**config.mk**
```make
export PLATFORM = sky130hd
export DESIGN_NAME = mem_access_unit
export DESIGN_NICKNAME = d
export VERILOG_FILES = /design/src/rtl/mem_access_unit.sv
export SDC_FILE = /design/constraint.sdc
export NUM_CORES = 1
export LEC_CHECK = 0
export CAP_MARGIN = 30
export CORE_ASPECT_RATIO = 1.2
export CORE_MARGIN = 2
export CORE_UTILIZATION = 44
export CTS_CLUSTER_DIAMETER = 50
export DETAILED_ROUTE_END_ITERATION = 7
export GPL_ROUTABILITY_DRIVEN = 0
export HOLD_SLACK_MARGIN = 0.02
export PLACE_DENSITY_LB_ADDON = 0.05
export SYNTH_ARGS = -nofsm -noshare
export SYNTH_HDL_FRONTEND = slang
export SYNTH_SLANG_ARGS = --single-unit
```
**constraint.sdc**
```tcl
create_clock -name i_clk -period 11.5 [get_ports i_clk]
set_input_delay 2.3 -clock i_clk [delete_from_list [all_inputs] [get_ports i_clk]]
set_output_delay 2.3 -clock i_clk [all_outputs]
set_load 0.02 [all_outputs]
```
**src/rtl/mem_access_unit.sv**
```systemverilog
// rtl/mem_access_unit.sv - load/store unit with lane steering, load extension, error and timeout detection
module mem_access_unit #(
    parameter int TIMEOUT_CYCLES = 255,
    parameter int ADDR_W         = 32
) (
    input  logic              i_clk,
    input  logic              i_rst,
    input  logic              i_mem_read,
    input  logic              i_mem_write,
    input  logic [1:0]        i_data_size,
    input  logic              i_load_signed,
    input  logic [ADDR_W-1:0] i_addr,
    input  logic [31:0]       i_wdata,
    output logic              o_stall,
    output logic              o_done,
    output logic [31:0]       o_rdata,
    output logic [1:0]        o_err_code,
    output logic              o_bus_req,
    output logic              o_bus_we,
    output logic [ADDR_W-1:0] o_bus_addr,
    output logic [3:0]        o_bus_be,
    output logic [31:0]       o_bus_wdata,
    input  logic              i_bus_ack,
    input  logic [31:0]       i_bus_rdata
);

    typedef enum logic [1:0] {S_IDLE, S_REQ, S_DONE} state_t;

    localparam logic [1:0]  SZ_BYTE = 2'b00;
    localparam logic [1:0]  SZ_HALF = 2'b01;
    localparam logic [1:0]  SZ_WORD = 2'b11;
    localparam logic [1:0]  ERR_OK  = 2'b00;
    localparam logic [1:0]  ERR_MIS = 2'b01;
    localparam logic [1:0]  ERR_TO  = 2'b10;
    localparam logic [1:0]  ERR_ILL = 2'b11;
    localparam logic [31:0] TO_LAST = 32'(TIMEOUT_CYCLES - 1);

    state_t      r_state;
    state_t      w_next;
    logic [31:0] r_cnt;
    logic [1:0]  r_size;
    logic [1:0]  r_off;
    logic        r_signed;
    logic        w_start;
    logic        w_timeout;
    logic [1:0]  w_err;
    logic [3:0]  w_be;
    logic [31:0] w_wdata;
    logic [7:0]  w_byte;
    logic [15:0] w_half;
    logic [31:0] w_load;

    assign w_start   = i_mem_read | i_mem_write;
    assign w_timeout = (TIMEOUT_CYCLES != 0) && (r_cnt == TO_LAST);
    assign o_stall   = ((r_state == S_IDLE) && w_start) || (r_state == S_REQ);

    // Classify a new request: illegal combinations win over misalignment
    always_comb begin
        w_err = ERR_OK;
        if ((i_mem_read && i_mem_write) || (i_data_size == 2'b10)) begin
            w_err = ERR_ILL;
        end else if (((i_data_size == SZ_HALF) && i_addr[0]) ||
                     ((i_data_size == SZ_WORD) && (i_addr[1:0] != 2'b00))) begin
            w_err = ERR_MIS;
        end
    end

    // Byte-enable generation and store-data lane replication
    always_comb begin
        w_be    = 4'b0000;
        w_wdata = i_wdata;
        case (i_data_size)
            SZ_BYTE: begin
                w_be    = 4'b0001 << i_addr[1:0];
                w_wdata = {4{i_wdata[7:0]}};
            end
            SZ_HALF: begin
                w_be    = i_addr[1] ? 4'b1100 : 4'b0011;
                w_wdata = {2{i_wdata[15:0]}};
            end
            SZ_WORD: w_be = 4'b1111;
            default: w_be = 4'b0000;
        endcase
    end

    // Extract the addressed lane from read data and extend it
    always_comb begin
        case (r_off)
            2'd0:    w_byte = i_bus_rdata[7:0];
            2'd1:    w_byte = i_bus_rdata[15:8];
            2'd2:    w_byte = i_bus_rdata[23:16];
            default: w_byte = i_bus_rdata[31:24];
        endcase
        w_half = r_off[1] ? i_bus_rdata[31:16] : i_bus_rdata[15:0];
        case (r_size)
            SZ_BYTE: w_load = {{24{r_signed & w_byte[7]}}, w_byte};
            SZ_HALF: w_load = {{16{r_signed & w_half[15]}}, w_half};
            default: w_load = i_bus_rdata;
        endcase
    end

    // State register
    always_ff @(posedge i_clk or posedge i_rst) begin
        if (i_rst) r_state <= S_IDLE;
        else       r_state <= w_next;
    end

    // Next-state logic; an ack in the final REQ cycle beats the timeout
    always_comb begin
        w_next = r_state;
        case (r_state)
            S_IDLE:  if (w_start) w_next = (w_err != ERR_OK) ? S_DONE : S_REQ;
            S_REQ:   if (i_bus_ack || w_timeout) w_next = S_DONE;
            S_DONE:  w_next = S_IDLE;
            default: w_next = S_IDLE;
        endcase
    end

    // Registered bus signals, completion status, load result and wait counter
    always_ff @(posedge i_clk or posedge i_rst) begin
        if (i_rst) begin
            o_bus_req   <= 1'b0;
            o_bus_we    <= 1'b0;
            o_bus_addr  <= '0;
            o_bus_be    <= 4'b0000;
            o_bus_wdata <= 32'h0;
            o_done      <= 1'b0;
            o_rdata     <= 32'h0;
            o_err_code  <= ERR_OK;
            r_cnt       <= 32'h0;
            r_size      <= 2'b00;
            r_off       <= 2'b00;
            r_signed    <= 1'b0;
        end else begin
            o_done <= 1'b0;
            case (r_state)
                S_IDLE: if (w_start) begin
                    o_bus_we    <= i_mem_write;
                    o_bus_addr  <= {i_addr[ADDR_W-1:2], 2'b00};
                    o_bus_be    <= w_be;
                    o_bus_wdata <= w_wdata;
                    r_size      <= i_data_size;
                    r_off       <= i_addr[1:0];
                    r_signed    <= i_load_signed;
                    r_cnt       <= 32'h0;
                    if (w_err != ERR_OK) begin
                        o_done     <= 1'b1;
                        o_err_code <= w_err;
                    end else begin
                        o_bus_req <= 1'b1;
                    end
                end
                S_REQ: begin
                    if (i_bus_ack) begin
                        o_bus_req  <= 1'b0;
                        o_done     <= 1'b1;
                        o_err_code <= ERR_OK;
                        if (!o_bus_we) o_rdata <= w_load;
                    end else if (w_timeout) begin
                        o_bus_req  <= 1'b0;
                        o_done     <= 1'b1;
                        o_err_code <= ERR_TO;
                    end else begin
                        r_cnt <= r_cnt + 32'd1;
                    end
                end
                default: ;
            endcase
        end
    end

endmodule

```
==> results.md, run 1 <==
* WL/cell at between 15 and 20 um
* Total GRT Usage at between 20% and 30%
* Final ANT Viol Nets at 0
* Final Hold Fails at 0
* Asr flop ratio synth at 100%
* Hpwl dp at 13,300 um
* Area Growth Syn to Fin at 41.9%
* Via density at between 5 and 6
* Core ar. at 15,100 um2
* RSZ-0062 raised after global routing: no
* Arrival time worst endpoint at around 4.1 ns
* Maximum VDD drop at 0.133 mV
* Initial antenna violation count at 0
* Synth Area in Compound Gates at between 10% and 20%
* Vias post-DR at 6,073
* Die ar. at between 15,000 and 20,000 um2
* Initial Utilization at a little under half
* First-pass GRT wire length at between 30,000 and 40,000 um
* Switching Share at between 30% and 40%
* Crit path launch type: input port
* Fin. max-slew vios at 0
* Sequential share of the synthesized area at 52.3%
* Seq cells post-synth at between 100 and 150
* Largest net degree at the start of global routing at 81
* Total setup buffers inserted after CTS at 0
* Top_reg_cell synth: dfrtp_1
* HP Class: flop to flop
* Cell Chain, Critical Path: clkdlybuf4s50_1, nor3_1, nor2_1, clkdlybuf4s50_1
* Total Wirelength at 18,800 um
* Relative slew slack at approximately a third
* Worst setup path class: input port to primary output
* Main combinational cell family by area after synthesis: simple AND/OR/NAND/NOR gates
* TritonCTS clock tree: done
* Crit-path most repeated cell: clkdlybuf4s50_1
* Net Switching at roughly 940 uW
* CTS Buf Count at 17
* Reg power frac at 33.3%
* DRC errors left at 0
* Antenna diodes at 0
* Die width at roughly 120 um
* Crit path required time at between 9 and 10 ns
* Htree depth at 4
* Slew @ Worst Pin at about 0.99 ns
* Post-Syn Area at about 6800 um2
* Post-synthesis xor/xnor area fraction at under 10%
* Vias in the first global route at 6,117
* Avg Cell Area, Syn at roughly 9.0 um2
* CTS Hold Bufs at 0
* Insertion delay to the later sink of the worst-skew pair at 0.43 ns
* DR pass1 iterations at 5
* Multiplexer share of the synthesized area at 5.21%
* Leak at approximately 4.3 nW
* Int Pwr at approximately 1.6 mW
* Slowest cell delay on critical path at around 0.57 ns
* Overflow after GRT at 0
* Post-Synth Simple-Gate Area at roughly a quarter
* Maximum clock frequency at between 150 and 200 MHz
* Outcome: finished, final reports clean
* Comb pwr share at between 40% and 50%
* Root buffer cell: clkbuf_16
* Fin crit share at between 50% and 60%
* Clock transition at the registers of the reported paths at approximately 0.06 ns
* Endpoint class of the critical path: primary output
* First DRT Iteration DRCs at roughly 370
* Post-CTS Resized at 0
* Distinct cell type count after synthesis at 57
* Share of cells above drive strength 1 at roughly 5.5%
* Power per cell area at between 200 and 300 nW/um2
* Setup-failing EPs final at 0
* Cells after Synth at roughly 760
* Critical Path Fanout Max at 6
* Clock buffer depth at 2
* Fin nets at about 1,000
* Final Skew at between 0.01 and 0.015 ns
* Row count at between 40 and 50
* Clock sinks at about 140
* Number of synthesized flops with an enable pin at 0
* Minimum clock period at between 6 and 7 ns
* # port buffers at just over 200
* Setup TNS at 0 ns
* Post-layout util at a little under two thirds
* Clock power share at between 20% and 30%
* Total of max-cap violations at 0
* Syn. warnings at 0
* I/O pin total at 210
* Adder-cell share of the synthesized area at less than 1%
* Die Height at about 140 um
* Critical Path Slowest Stage Cell: clkdlybuf4s50_1
[sequential cells by signal, summed over array words and instances, names as in the netlist, 2 cells and up]
name and cells:
r_state 2, r_size 2, o_bus_be 4, r_off 2
r_cnt 32, o_err_code 2, o_bus_wdata 32, o_rdata 32
o_bus_addr 30
[cell usage after synthesis, drive strengths merged, types with 2 or more instances]
cell type / instances / share of area [%]
nor2b: 5 / 0.46
dfrtp: 142 / 52
buf: 12 / 1.0
a22oi: 7 / 0.77
and2: 3 / 0.28
or3: 8 / 0.74
mux2i: 32 / 4.7
a21oi: 33 / 2.4
clkbuf: 35 / 1.9
o31a: 2 / 0.26
nor4: 8 / 1.4
a31oi: 2 / 0.18
nor3: 3 / 0.22
o21ai: 59 / 4.3
nor2: 48 / 2.7
or4: 5 / 0.61
ha: 2 / 0.37
inv: 12 / 0.66
nand2b: 4 / 0.37
nand3: 42 / 3.3
a21o: 2 / 0.22
o21a: 3 / 0.33
nand4: 16 / 1.5
o31ai: 3 / 0.33
or2: 3 / 0.28
nor3b: 7 / 0.77
and3: 5 / 0.46
o22ai: 7 / 0.64
xor2: 16 / 2.1
a211oi: 2 / 0.22
a22o: 2 / 0.26
nand2: 211 / 12
[layout make-up]
cell class              count  area (um2)
clock buffers              18         439
clock inverters            14         214
fillers                  1290        5440
flip-flops and latches    142        3550
repair buffers            213        2120
well taps                 204         255
multi-input cells         557        3020
inverters                  12        50.0
[power groups by stage]
| stage | logic (mW) | registers [mW] | clock network (mW) |
|---|---|---|---|
| floorplan | 0.369 | 1.02 | 0 |
| global placement | 1.06 | 0.830 | 0 |
| detailed placement | 1.07 | 0.840 | 0 |
| CTS | 1.07 | 0.836 | 0.616 |
| global route | 1.15 | 0.863 | 0.643 |
| finish | 1.06 | 0.835 | 0.608 |
[metal layers]
layer	vias to the layer above	routed length [um]	GRT usage, %
li1	2952	-	-
met1	2918	7880	29.6
met2	176	9170	37.2
met3	27	1470	8.71
met4	0	325	6.79
met5	-	0	0
[metrics by stage]
step                      instance area, um2  instances  setup WS, ns  total power, mW  hold slack, ns
final                                   9640       1160          5.13             2.51           0.475
after CTS                               9640       1160          5.13             2.52           0.478
after detailed placement                8990       1128          5.14             1.91           0.462
after global routing                    9640       1160          5.00             2.66           0.497
after floorplan                         6800        758          5.39             1.39           0.468
after global placement                  8990       1128          5.16             1.89           0.458
[logic make-up after synthesis]
logic type | Yosys count
AOI/OAI and AO/OA | 129
xor gates and xnor gates | 17
adders and majority gates | 2
buffers and inverters | 59
DFF | 142
muxes | 34
other | 1
and+or+nand+nor | 373
[final timing paths]
check,from,end,slack [ns],cells past startpoint
min reg2reg,o_bus_addr[26],o_bus_addr[26],0.47,2
min,o_bus_addr[26],o_bus_addr[26],0.47,2
max in group asynchronous,i_rst,o_bus_wdata[28],7.84,3
max reg2reg,r_state[1],o_err_code[1],8.76,6
min in group asynchronous,i_rst,r_cnt[31],2.39,2
max,i_mem_write,o_stall,5.13,4
[worst max-delay path: cells and delay by family]
kind	cells	cell delay, ns
simple gates	2	0.64
buf+inv	2	1.12
[layout by cell type, fill, tap and decap left out, types with 3 or more instances in the layout]
| cell | n |
|---|---|
| inv_1 | 11 |
| a21oi_1 | 33 |
| nor4_4 | 3 |
| mux2i_1 | 32 |
| xor2_1 | 16 |
| nor2b_1 | 5 |
| clkinv_2 | 4 |
| dfrtp_1 | 142 |
| a22oi_1 | 7 |
| nor2_1 | 48 |
| nand2b_1 | 4 |
| clkbuf_16 | 17 |
| and3_1 | 5 |
| bufinv_16 | 5 |
| or4_1 | 4 |
| clkinv_4 | 3 |
| nand4_1 | 16 |
| o22ai_1 | 7 |
| nor4_1 | 5 |
| and2_1 | 3 |
| clkdlybuf4s50_1 | 207 |
| nand3_1 | 40 |
| nor3_1 | 3 |
| or3_1 | 8 |
| o31ai_1 | 3 |
| nand2_1 | 211 |
| buf_4 | 6 |
| o21ai_0 | 58 |
| nor3b_1 | 7 |
| inv_6 | 3 |
Power figures use the tool's default switching activity.
==> inputs of run 2 (changes only) <==
- clock period: 11.5 -> 5.9 ns (I/O delays scaled with it)
==> run 2 against run 1 <==
Cell count barely moved; worst hold slack worse by 0.0040 ns; clock power grew 78%; clock-buffer cell count fell by 1; global-route usage about the same; sequential share of layout area is 0.14 points higher; critical path depth unchanged; register-to-register slack worse by 5.6 ns; routed wire length shrank 0.39%; critical path type unchanged; highest routed layer unchanged.
==> results.md, run 2 (synthesis results as in run 1) <==
* Outcome: finished, final reports clean
* Insertion delay to the later sink of the worst-skew pair at ~0.42 ns
* Critical Path Fanout Max at 6
* Slowest cell delay on critical path at approximately 0.60 ns
* Total of max-cap violations at 0
* Flop2flop setup slack at between 3 and 4 ns
* Total Wirelength at around 19,000 um
* Reg power frac at about 34%
* Row count at between 40 and 50
* Die width at 117 um
* Fin Hold WS at 0.471 ns
* CP Buf/Inv Count at 2
* Relative slew slack at about a third
* First DRT Iteration DRCs at 341
* Die Height at about 140 um
* Die ar. at 16,500 um2
* Total GRT Usage at 23.2%
* Top flop regs: o_bus_wdata (32), o_rdata (32), r_cnt (32)
* Setup TNS at 0 ns
* Maximum VDD drop at between 0.2 and 0.3 mV
* # port buffers at a little over 200
* Post-CTS Resized at 0
* Clock power share at between 20% and 30%
* Fin crit share at 70.5%
* Vias in the first global route at 6,107
* DR pass1 iterations at 5
* Hold Path Sink: o_bus_addr[29]
* Pre-CTS WS at roughly 1.7 ns
* Crit path launch type: input port
* Crit path required time at 4.72 ns
* CTS Hold Bufs at 0
* Maximum clock frequency at ~240 MHz
* TritonCTS clock tree: done
* Leak at about 4.3 nW
* Arrival time worst endpoint at roughly 3.0 ns
* Antenna diodes at 0
* Crit-path most repeated cell: clkdlybuf4s50_1
* First-pass GRT wire length at approximately 31,000 um
* Finished Layout Cells at approximately 1,200
* Commonest non-fill, non-tap cell in the layout: nand2_1
* Instance count on the critical path at 4
* Clock sinks at roughly 140
* Setup-failing EPs final at 0
* Final Skew at about 0.0069 ns
* Htree depth at 4
* Crit Reg-Reg Endpoint: o_err_code[0]
* Switching Share at roughly two fifths
* Worst setup path class: input port to primary output
* Total setup buffers inserted after CTS at 0
* HP Class: flop to flop
* Int Pwr at 2.95 mW
* Clock buffer depth at 2
* CTS Buf Count at 17
* Fin worst setup slack at roughly 1.7 ns
* Via density at between 5 and 6
* Power per cell area at between 400 and 500 nW/um2
* DRC errors left at 0
* Final ANT Viol Nets at 0
* RSZ-0062 raised after global routing: no
* Fin nets at approximately 1,100
* Hpwl dp at 13,400 um
* Comb pwr share at a little over two fifths
* Fin. max-slew vios at 0
* Net Switching at ~1.8 mW
* I/O pin total at 210
* Critical Path Slowest Stage Cell: nor3_1
* Slew @ Worst Pin at between 0.9 and 1 ns
* Area Growth Syn to Fin at 41.3%
* Reg2reg start: r_cnt[0]
* Hold depth at 2
* Most frequent cells in the layout: nand2_1, clkdlybuf4s50_1, dfrtp_1, o21ai_0, nor2_1
* Endpoint class of the critical path: primary output
* Worst hold start: o_bus_addr[29]
* Clock transition at the registers of the reported paths at around 0.06 ns
* WL/cell at approximately 16 um
* Placed Cells incl. Taps at around 1,100
* Largest net degree at the start of global routing at slightly above 100
* Initial antenna violation count at 0
* Share of cells above drive strength 1 at approximately 5.6%
* FF-to-FF path depth at 7
* Critical path's top delay family: buffers and inverters
* Vias post-DR at roughly 6,000
* Core ar. at between 15,000 and 20,000 um2
* Cell Chain, Critical Path: clkdlybuf4s50_1, nor3_1, nor2_1, clkdlybuf4s50_1
* Initial Utilization at approximately 45%
* Final Hold Fails at 0
* Minimum clock period at between 4 and 5 ns
* Root buffer cell: clkbuf_16
* Overflow after GRT at 0
==> run 2: changes by cell type in the layout (fill, tap and decap cells not counted) <==
cell,before,now
inv_6,3,2
bufinv_16,5,3
clkbuf_8,1,0
clkinv_4,3,2
clkinvlp_4,0,4
buf_12,0,1
clkinv_2,4,5
==> run 2: worst max path at each step <==
stage / from / to / slack, ns
after CTS: i_mem_write / o_stall / 1.73
final: i_mem_write / o_stall / 1.74
after floorplan: i_rst / o_bus_addr[10] / 0.91
after detailed placement: i_mem_write / o_stall / 1.75
after global placement: i_mem_write / o_stall / 1.78
after global routing: i_mem_write / o_stall / 1.67
==> run 2: layout make-up <==
cell class / instances / area [um2]
multi-input cells: 557 / 3020
flip-flops and latches: 142 / 3550
repair buffers: 214 / 2140
clock inverters: 15 / 171
fillers: 1320 / 5470
well taps: 204 / 255
clock buffers: 17 / 425
inverters: 12 / 50.0
==> run 2: power groups by stage <==
stage / registers [mW] / logic, mW / clock network (mW)
floorplan: 1.98 / 0.720 / 0
global placement: 1.60 / 2.08 / 0
detailed placement: 1.62 / 2.12 / 0
CTS: 1.61 / 2.13 / 1.10
global route: 1.66 / 2.28 / 1.14
finish: 1.61 / 2.11 / 1.08
==> run 2: metal layers <==
metal | share of wire, % | vias up | track usage [%]
met1 | 39 | 2887 | 27.2
met4 | 1.6 | 0 | 7.29
met5 | 0 | - | 0
met2 | 50 | 200 | 38.7
met3 | 9.2 | 25 | 10.3
li1 | - | 2950 | -
==> run 2: worst min-delay path, cell delays in order, from the launching register on <==
cell     delay, ns
dfrtp_1       0.34
nand2_1       0.05
nand2_1       0.05
==> run 2: through the flow <==
stage / util, % / power (mW) / area [um2]
2_1_floorplan: - / 2.70 / 6800
3_3_place_gp: 59.6 / 3.68 / 8990
3_5_place_dp: 59.7 / 3.74 / 9010
4_1_cts: 63.7 / 4.84 / 9610
5_1_grt: 63.7 / 5.08 / 9610
6_report: 63.7 / 4.79 / 9610
